<file path="src/rtl/dsm_decimator.sv">
// Second-order CIC (sinc^2) decimator: turns a unipolar 1-bit delta-sigma stream
// into RES-bit unsigned samples, one pulsed sample per 2^DEC_LOG2 accepted bits.
module dsm_decimator #(
  parameter int RES      = 8,
  parameter int DEC_LOG2 = 8
) (
  input  logic           clk,
  input  logic           rst,
  input  logic           bit_in,
  input  logic           in_en,
  output logic [RES-1:0] dout,
  output logic           dout_valid
);

  localparam int W  = 2 * DEC_LOG2 + 1;
  localparam int SH = 2 * DEC_LOG2 - RES;

  // A full-scale period (every bit set) produces exactly R^2, the only value with the top bit set.
  localparam logic [W-1:0] FULL_SCALE = {1'b1, {(W-1){1'b0}}};

  logic [W-1:0]        r_i1;
  logic [W-1:0]        r_i2;
  logic [W-1:0]        r_i2_d;
  logic [W-1:0]        r_c1_d;
  logic [W-1:0]        r_c2;
  logic [DEC_LOG2-1:0] r_dcnt;
  logic                r_tick;
  logic [1:0]          r_warm;
  logic                r_stage_vld;
  logic [RES-1:0]      r_dout;
  logic                r_dout_valid;

  logic [W-1:0]        w_c1;
  logic [W-1:0]        w_c2;
  logic [RES-1:0]      w_sample;

  assign w_c1     = r_i2 - r_i2_d;
  assign w_c2     = w_c1 - r_c1_d;
  assign w_sample = (r_c2 == FULL_SCALE) ? {RES{1'b1}} : r_c2[SH +: RES];

  // Integrators and decimation counter advance only on accepted bits.
  always_ff @(posedge clk) begin
    if (rst) begin
      r_i1   <= '0;
      r_i2   <= '0;
      r_dcnt <= '0;
      r_tick <= 1'b0;
    end else begin
      // NOTE: non-blocking assignments make i2 accumulate the pre-update i1,
      // which is exactly the one-edge skew the second integrator needs.
      if (in_en) begin
        r_i1   <= r_i1 + {{(W-1){1'b0}}, bit_in};
        r_i2   <= r_i2 + r_i1;
        r_dcnt <= r_dcnt + DEC_LOG2'(1);
      end
      r_tick <= in_en && (&r_dcnt);
    end
  end

  // Comb stage runs on the tick regardless of in_en; the first two results
  // only prime the delay registers and are withheld from the output.
  always_ff @(posedge clk) begin
    if (rst) begin
      r_i2_d      <= '0;
      r_c1_d      <= '0;
      r_c2        <= '0;
      r_warm      <= '0;
      r_stage_vld <= 1'b0;
    end else begin
      r_stage_vld <= 1'b0;
      if (r_tick) begin
        r_i2_d <= r_i2;
        r_c1_d <= w_c1;
        r_c2   <= w_c2;
        if (r_warm == 2'd2) begin
          r_stage_vld <= 1'b1;
        end else begin
          r_warm <= r_warm + 2'd1;
        end
      end
    end
  end

  always_ff @(posedge clk) begin
    if (rst) begin
      r_dout       <= '0;
      r_dout_valid <= 1'b0;
    end else begin
      r_dout_valid <= r_stage_vld;
      if (r_stage_vld) begin
        r_dout <= w_sample;
      end
    end
  end

  assign dout       = r_dout;
  assign dout_valid = r_dout_valid;

endmodule

</file>
<file path="config.mk">
export PLATFORM = sky130hd
export DESIGN_NAME = dsm_decimator
export DESIGN_NICKNAME = d
export VERILOG_FILES = /design/src/rtl/dsm_decimator.sv
export SDC_FILE = /design/constraint.sdc
export NUM_CORES = 1
export LEC_CHECK = 0
export CORE_MARGIN = 2
export CORE_UTILIZATION = 40
export CTS_CLUSTER_SIZE = 16
export DETAILED_ROUTE_END_ITERATION = 16
export PLACE_DENSITY = 0.58
export SLEW_MARGIN = 20
export SYNTH_ARGS = -nofsm -noshare
export SYNTH_HDL_FRONTEND = slang
export SYNTH_SLANG_ARGS = --single-unit
</file>
<file path="constraint.sdc">
create_clock -name clk -period 4 [get_ports clk]
set_input_delay 0.4 -clock clk [delete_from_list [all_inputs] [get_ports clk]]
set_output_delay 0.4 -clock clk [all_outputs]
set_load 0.005 [all_outputs]
</file>
==> metrics, run 1 <==
outcome=complete, no violations; Synth-to-Final Area Change=11.6%; IO buf count=12; die span in x=127 um; clk_lat worst skew=0.35 ns; Adder-Cell Fraction of Synth Area=0.117; 1st-iter DRT viols=187; area share of and/or/nand/nor cells after synthesis=0.172; Gate power share=0.109; Mean Syn Cell Area=8.53 um2; dpl ws=0.0980 ns; number of buffers created by CTS=9; fin crit period=3.69 ns; mean routed wirelength per cell=12.9 um; Max Clock Skew=0.00588 ns; Final WS setup=0.314 ns; antenna diode count=0; Cell Int Power=1.72 mW; Worst R2R Path Depth=15; Clk pwr share=0.414; initial core utilization=0.404; layout cells sized above 1=0.0590; CTS Hold Buffers Added=0; largest cells by area after synthesis=dfxtp_1 35%, ha_1 11%, mux2i_1 8.4%; sequential-to-total area share from yosys stat=0.349; I/O pin count=13; clock transition at the registers of the reported paths=0.07 ns; total track usage=0.152; net switching power=531 uW; GPL Wtd Cong=0.831; mux share of post-synthesis cell area=0.0840; number of flops mapped to enable cells by yosys=0; Worst IR Drop VDD=0.174 mV; DR vias=4699; dpl cell area=6400 um2; design area=6780 um2; Fin Setup TNS=0 ns; Worst R2R End=r_c2[16]$_SDFFE_PP0P_; Ys Warns=0; Rows=45; filler cell count=1463; R2R setup slack=0.31 ns; final net count=783; Fin. Hold Viols=0; switching part of the total=0.236; Synth Area in Compound Gates=0.150; DR vias/cell=5.12; global-route wire length before repair=20500 um; CP arrival=3.95 ns; reg2reg start=r_i2[6]$_SDFFE_PP0P_; Root Buffer=clkbuf_16; CTS tree=yes; kind of start point of the critical path=flop; Crit Path Max Fanout=5; H-tree Lvls=3; hpwl dp=8730 um; DRC viols=0; critical path required time=4.27 ns; clock buffer depth=2; Post-Synth XOR/XNOR Area=0.0834; crit path capture=r_c2[16]$_SDFFE_PP0P_; post-synthesis cell type count=53; Rel. slew slack=0.513; area leader, netlist=dfxtp_1; Die Height=127 um; max-slew violations=0; vias in the first global route=4545; die area=16200 um2; WS Path Type=reg -> reg; min-delay worst type=reg -> reg; Final setup viols=0; max-capacitance violation count=0; initial antenna violation count=0; largest family of logic cells by synthesized area=simple AND/OR/NAND/NOR gates; fmax=271 MHz; DRT Pass-1 Iters=4; hold slack=0.446 ns; crit path capture type=flop; Pwr Density=333 nW/um2; DRT antenna net count=0; Top FF cell, synth=dfxtp_1; Synth top area share=0.349; clk sinks=106; syn_nets=771; final wirelength=11800 um; Syn Std Cell Area=6070 um2; Seq pwr share=0.477; largest net degree at the start of global routing=55; worst slew pin tran=0.730 ns; core area=15000 um2; ys async rst share=0; critical path launch point=r_i2[6]$_SDFFE_PP0P_; Leak=2.67 nW; total global routing overflow=0; period utilization=0.921; Post-Synthesis Cells=712; post-synthesis register bit count=106
## cells by family after synthesis
logic type / count (synthesis)
and+or+nand+nor: 229
DFF: 106
buffers and inverters: 73
adders and majority gates: 55
xor gates and xnor gates: 57
muxes: 51
AOI/OAI and AO/OA: 141
## cells in the mapped netlist, types with 2 or more instances
cell      count
nor2_1      122
dfxtp_1     106
ha_1         52
mux2i_1      51
inv_1        49
a21oi_1      39
nand2_1      31
o21ai_0      28
xnor2_1      28
xor2_1       28
nor3_1       18
clkbuf_1     17
a21o_1       14
a211oi_1     11
nand2b_1     10
nand4_1       9
o21a_1        9
buf_1         7
nor2b_1       7
or3_1         7
a31oi_1       6
nand3_1       6
o21bai_1      5
and3_1        4
o22ai_1       4
a22o_1        3
fa_1          3
a311oi_1      2
a31o_2        2
a41o_1        2
and2_1        2
nand3b_1      2
nor3b_1       2
nor4_1        2
o211ai_1      2
o21ai_1       2
o31a_1        2
o31ai_1       2
or2_2         2
## layout make-up
class                   count  area, um2  share of cell area
flip-flops and latches    106       2120               0.313
repair buffers             25        215              0.0318
multi-input cells         533       3710               0.547
well taps                 188        235              0.0347
clock inverters             5       78.8              0.0116
inverters                  49        184              0.0271
clock buffers              11        233              0.0343
## worst max-delay path: stages, from the launching register on
cell and delay, ns:
dfxtp_1 0.34, ha_1 0.25, or3_4 0.41, o22a_1 0.20, o31a_1 0.14, a41o_1 0.28, a21oi_1 0.21, ha_1 0.32
a21oi_1 0.16, o21ai_0 0.13, a31oi_1 0.25, a21oi_1 0.17, mux2i_1 0.16, a311oi_2 0.28, xnor2_1 0.09, a211oi_1 0.21
## layout by cell type (no fill, tap or decap), types with 10 or more instances in the layout
master / count
a21oi_1: 37
nand2b_1: 10
xnor2_1: 28
mux2i_1: 51
a21o_1: 14
xor2_1: 28
buf_4: 14
ha_1: 52
inv_1: 49
nor3_1: 18
nand2_1: 31
o21ai_0: 28
dfxtp_1: 105
nor2_1: 122
clkdlybuf4s50_1: 11
a211oi_1: 11
## layer usage
layer / global-route usage / routed length, um / vias up
met5: 0 / 0 / -
li1: - / - / 2480
met4: 0.0679 / 252 / 0
met3: 0.0235 / 259 / 19
met2: 0.258 / 5570 / 65
met1: 0.191 / 5750 / 2135
## how the worst min path moves through the flow
stage	cells past startpoint	end	from
global route	2	r_tick$_SDFF_PP0_	r_dcnt[7]$_SDFFE_PP0P_
floorplan	2	r_tick$_SDFF_PP0_	r_dcnt[7]$_SDFFE_PP0P_
global placement	2	r_tick$_SDFF_PP0_	r_dcnt[7]$_SDFFE_PP0P_
CTS	2	r_tick$_SDFF_PP0_	r_dcnt[7]$_SDFFE_PP0P_
finish	2	r_tick$_SDFF_PP0_	r_dcnt[7]$_SDFFE_PP0P_
detailed placement	2	r_tick$_SDFF_PP0_	r_dcnt[7]$_SDFFE_PP0P_
## power by group through the flow
stage,logic [mW],clock network [mW],registers [mW]
2_1_floorplan,0.186,0,1.10
3_3_place_gp,0.228,0,1.10
3_5_place_dp,0.235,0,1.10
4_1_cts,0.236,0.965,1.07
5_1_grt,0.273,0.999,1.08
6_report,0.246,0.934,1.07
## state kept, by name (all words and copies together) (netlist names)
| signal | cells |
|---|---|
| r_tick | 1 |
| r_warm | 2 |
| r_stage_vld | 1 |
| r_dcnt | 8 |
| dout_valid | 1 |
| r_c1_d | 17 |
| r_c2 | 17 |
| dout | 8 |
| r_i2_d | 17 |
| r_i2 | 17 |
| r_i1 | 17 |
## stage by stage
stage | utilization | power, mW | instances
2_1_floorplan | - | 1.28 | 712
3_3_place_gp | 0.426 | 1.33 | 896
4_1_cts | 0.446 | 2.28 | 912
5_1_grt | 0.451 | 2.35 | 917
3_5_place_dp | 0.426 | 1.33 | 896
6_report | 0.451 | 2.25 | 917
## repair_timing
item | 4_1_cts | 5_1_grt
endpoints found under the setup margin | 0 | 1
setup buffers | 0 | 5
resized for setup | 0 | 5
Note: power is estimated with default switching activity, not from simulation.
==> run 2: changes to the inputs <==
--- a/config.mk
+++ b/config.mk
@@ -6,10 +6,12 @@
 export NUM_CORES = 1
 export LEC_CHECK = 0
 export CORE_MARGIN = 2
-export CORE_UTILIZATION = 40
+export CORE_UTILIZATION = 30
+export CTS_BUF_LIST = sky130_fd_sc_hd__clkbuf_2
 export CTS_CLUSTER_SIZE = 16
 export DETAILED_ROUTE_END_ITERATION = 16
-export PLACE_DENSITY = 0.58
+export HOLD_SLACK_MARGIN = 0.15
+export PLACE_DENSITY = 0.47
 export SLEW_MARGIN = 20
 export SYNTH_ARGS = -nofsm -noshare
 export SYNTH_HDL_FRONTEND = slang
==> run 2 against run 1 <==
  * Fmax hardly changed
  * Worst hold slack lost 0.20 ns
  * Sequential share of layout area is 0.53 points higher
  * Die area is 32% higher
  * Combinational power about the same
  * Highest routed layer unchanged
  * Clock power fell by 43%
  * Largest power group unchanged
  * Global-route usage down 3.2 points
==> metrics, run 2 (synthesis gave the netlist of run 1 again) <==
clk_lat worst skew=0.63 ns; Rel. slew slack=0.528; DR vias/cell=4.70; number of buffers created by CTS=9; DR vias=4694; H-tree Lvls=3; Synth-to-Final Area Change=10.0%; layer with the highest usage=met2; Max Clock Skew=0.0382 ns; Tot Pwr=1.86 mW; I/O pin count=13; final wirelength=12300 um; Final setup viols=0; Worst IR Drop VDD=0.120 mV; crit path capture type=flop; period utilization=0.922; Crit Path Max Fanout=5; 1st-iter DRT viols=273; GPL Wtd Cong=0.807; max-capacitance violation count=0; Crit path largest cell delay=0.39 ns; critical path required time=4.57 ns; Slowest cell on crit path=dfxtp_2; Final WS setup=0.313 ns; met1 Use GR=0.149; vias in the first global route=4587; die area=21400 um2; CTS Hold Buffers Added=0; most frequent cells in the layout=122 x nor2_1, 102 x dfxtp_1, 52 x ha_1; Die Height=146 um; outcome=complete, no violations; clk sinks=106; worst slew pin tran=0.708 ns; clock transition at the registers of the reported paths=0.29 ns; final net count=781; dpl ws=0.0904 ns; clock buffer depth=2; Root Buffer=clkbuf_2; most common cell after layout, fill and taps aside=nor2_1; GR Util met3=0.0309; kind of start point of the critical path=flop; crit-path cells=inv_1 -> ha_1 -> nor2b_1 -> o21ai_2 -> a21boi_1 -> o31a_1 -> a41o_1 -> a21oi_1 -> ha_1 -> a21oi_1 -> o21ai_0 -> a31oi_1 -> a21oi_2 -> mux2i_1 -> a311oi_1 -> xnor2_1 -> a211oi_1; max-slew violations=0; Fin. Hold Viols=0; die span in x=146 um; met2 Usage GRT=0.206; Leak=2.59 nW; Pwr Density=278 nW/um2; min-delay worst type=in -> reg; fin crit period=3.69 ns; fmax=271 MHz; total track usage=0.120; CTS tree=yes; IO buf count=12; Rows=52; WS Path Type=reg -> reg; initial antenna violation count=2; core area=20000 um2; layout cells sized above 1=0.0619; mean routed wirelength per cell=12.3 um; DRT Pass-1 Iters=4; largest net degree at the start of global routing=69; total global routing overflow=0; hold slack=0.248 ns; CP arrival=4.26 ns; DRT antenna net count=0; initial core utilization=0.303; hpwl dp=8880 um; global-route wire length before repair=21200 um; DRC viols=0
run 2: cell count changes in the layout (fill, tap and decap cells not counted), sizes merged:
cell and change:
buf -2, clkbuf -2, diode +2, inv +2
bufinv -1, clkinv +1
run 2: critical path, delay by kind of cell (launching register included):
family | cells | cell delay, ns
flip-flops | 1 | 0.39
buffers and inverters | 1 | 0.06
XOR/XNOR | 1 | 0.10
AND/OR/NAND/NOR | 1 | 0.14
adder cells (fa/ha/maj) | 2 | 0.59
AO/OA/AOI/OAI | 11 | 2.23
multiplexers | 1 | 0.15
run 2: power breakdown:
part | switching [mW] | internal, mW | total, mW
Clock | 0.379 | 0.151 | 0.530
Combinational | 0.137 | 0.111 | 0.248
Sequential | 0.00993 | 1.07 | 1.08
run 2: cell type report:
type / instances / area [um2]
Multi-Input combinational cell: 533 / 3710
Clock buffer: 9 / 45.0
Clock inverter: 7 / 76.3
Antenna cell: 2 / 5.00
Sequential cell: 106 / 2130
Fill cell: 2114 / 13400
Timing Repair Buffer: 23 / 200
Inverter: 49 / 184
Tap cell: 270 / 338
run 2: metrics by stage:
| stage | cells | utilization | TNS (ns) | area (um2) |
|---|---|---|---|---|
| 2_1_floorplan | 712 | - | 0 | 6070 |
| 3_3_place_gp | 976 | 0.324 | 0 | 6490 |
| 3_5_place_dp | 976 | 0.324 | 0 | 6490 |
| 4_1_cts | 992 | 0.330 | 0 | 6610 |
| 5_1_grt | 999 | 0.334 | -0.0127 | 6680 |
| 6_report | 999 | 0.334 | 0 | 6680 |
run 2: worst paths after layout:
path / cells after the start / start / to / slack [ns]
max: 17 / r_i2_d[1]$_SDFFE_PP0P_ / r_c2[16]$_SDFFE_PP0P_ / 0.31
min: 2 / rst / r_i1[11]$_SDFFE_PP0P_ / 0.25
max reg2reg: 17 / r_i2_d[1]$_SDFFE_PP0P_ / r_c2[16]$_SDFFE_PP0P_ / 0.31
min reg2reg: 2 / r_dcnt[7]$_SDFFE_PP0P_ / r_tick$_SDFF_PP0_ / 0.48
run 2: timing repair:
item	4_1_cts	5_1_grt
buffers inserted	0	5
gates resized for setup	0	9
setup endpoints to repair	0	1
endpoints found under the hold margin	0	0
run 2: layer usage:
| metal | up-vias | wire [um] |
|---|---|---|
| met2 | 45 | 5700 |
| li1 | 2475 | - |
| met1 | 2162 | 6100 |
| met3 | 12 | 318 |
| met4 | 0 | 162 |
| met5 | - | 0 |
==> run 3: changes to the inputs <==
--- a/config.mk
+++ b/config.mk
@@ -5,6 +5,7 @@
 export SDC_FILE = /design/constraint.sdc
 export NUM_CORES = 1
 export LEC_CHECK = 0
+export ABC_CLOCK_PERIOD_IN_PS = 4000
 export CORE_MARGIN = 2
 export CORE_UTILIZATION = 30
 export CTS_BUF_LIST = sky130_fd_sc_hd__clkbuf_2
==> results of run 3 <==
Same layout as run 2: the final DEF is identical, and so are final timing and power.
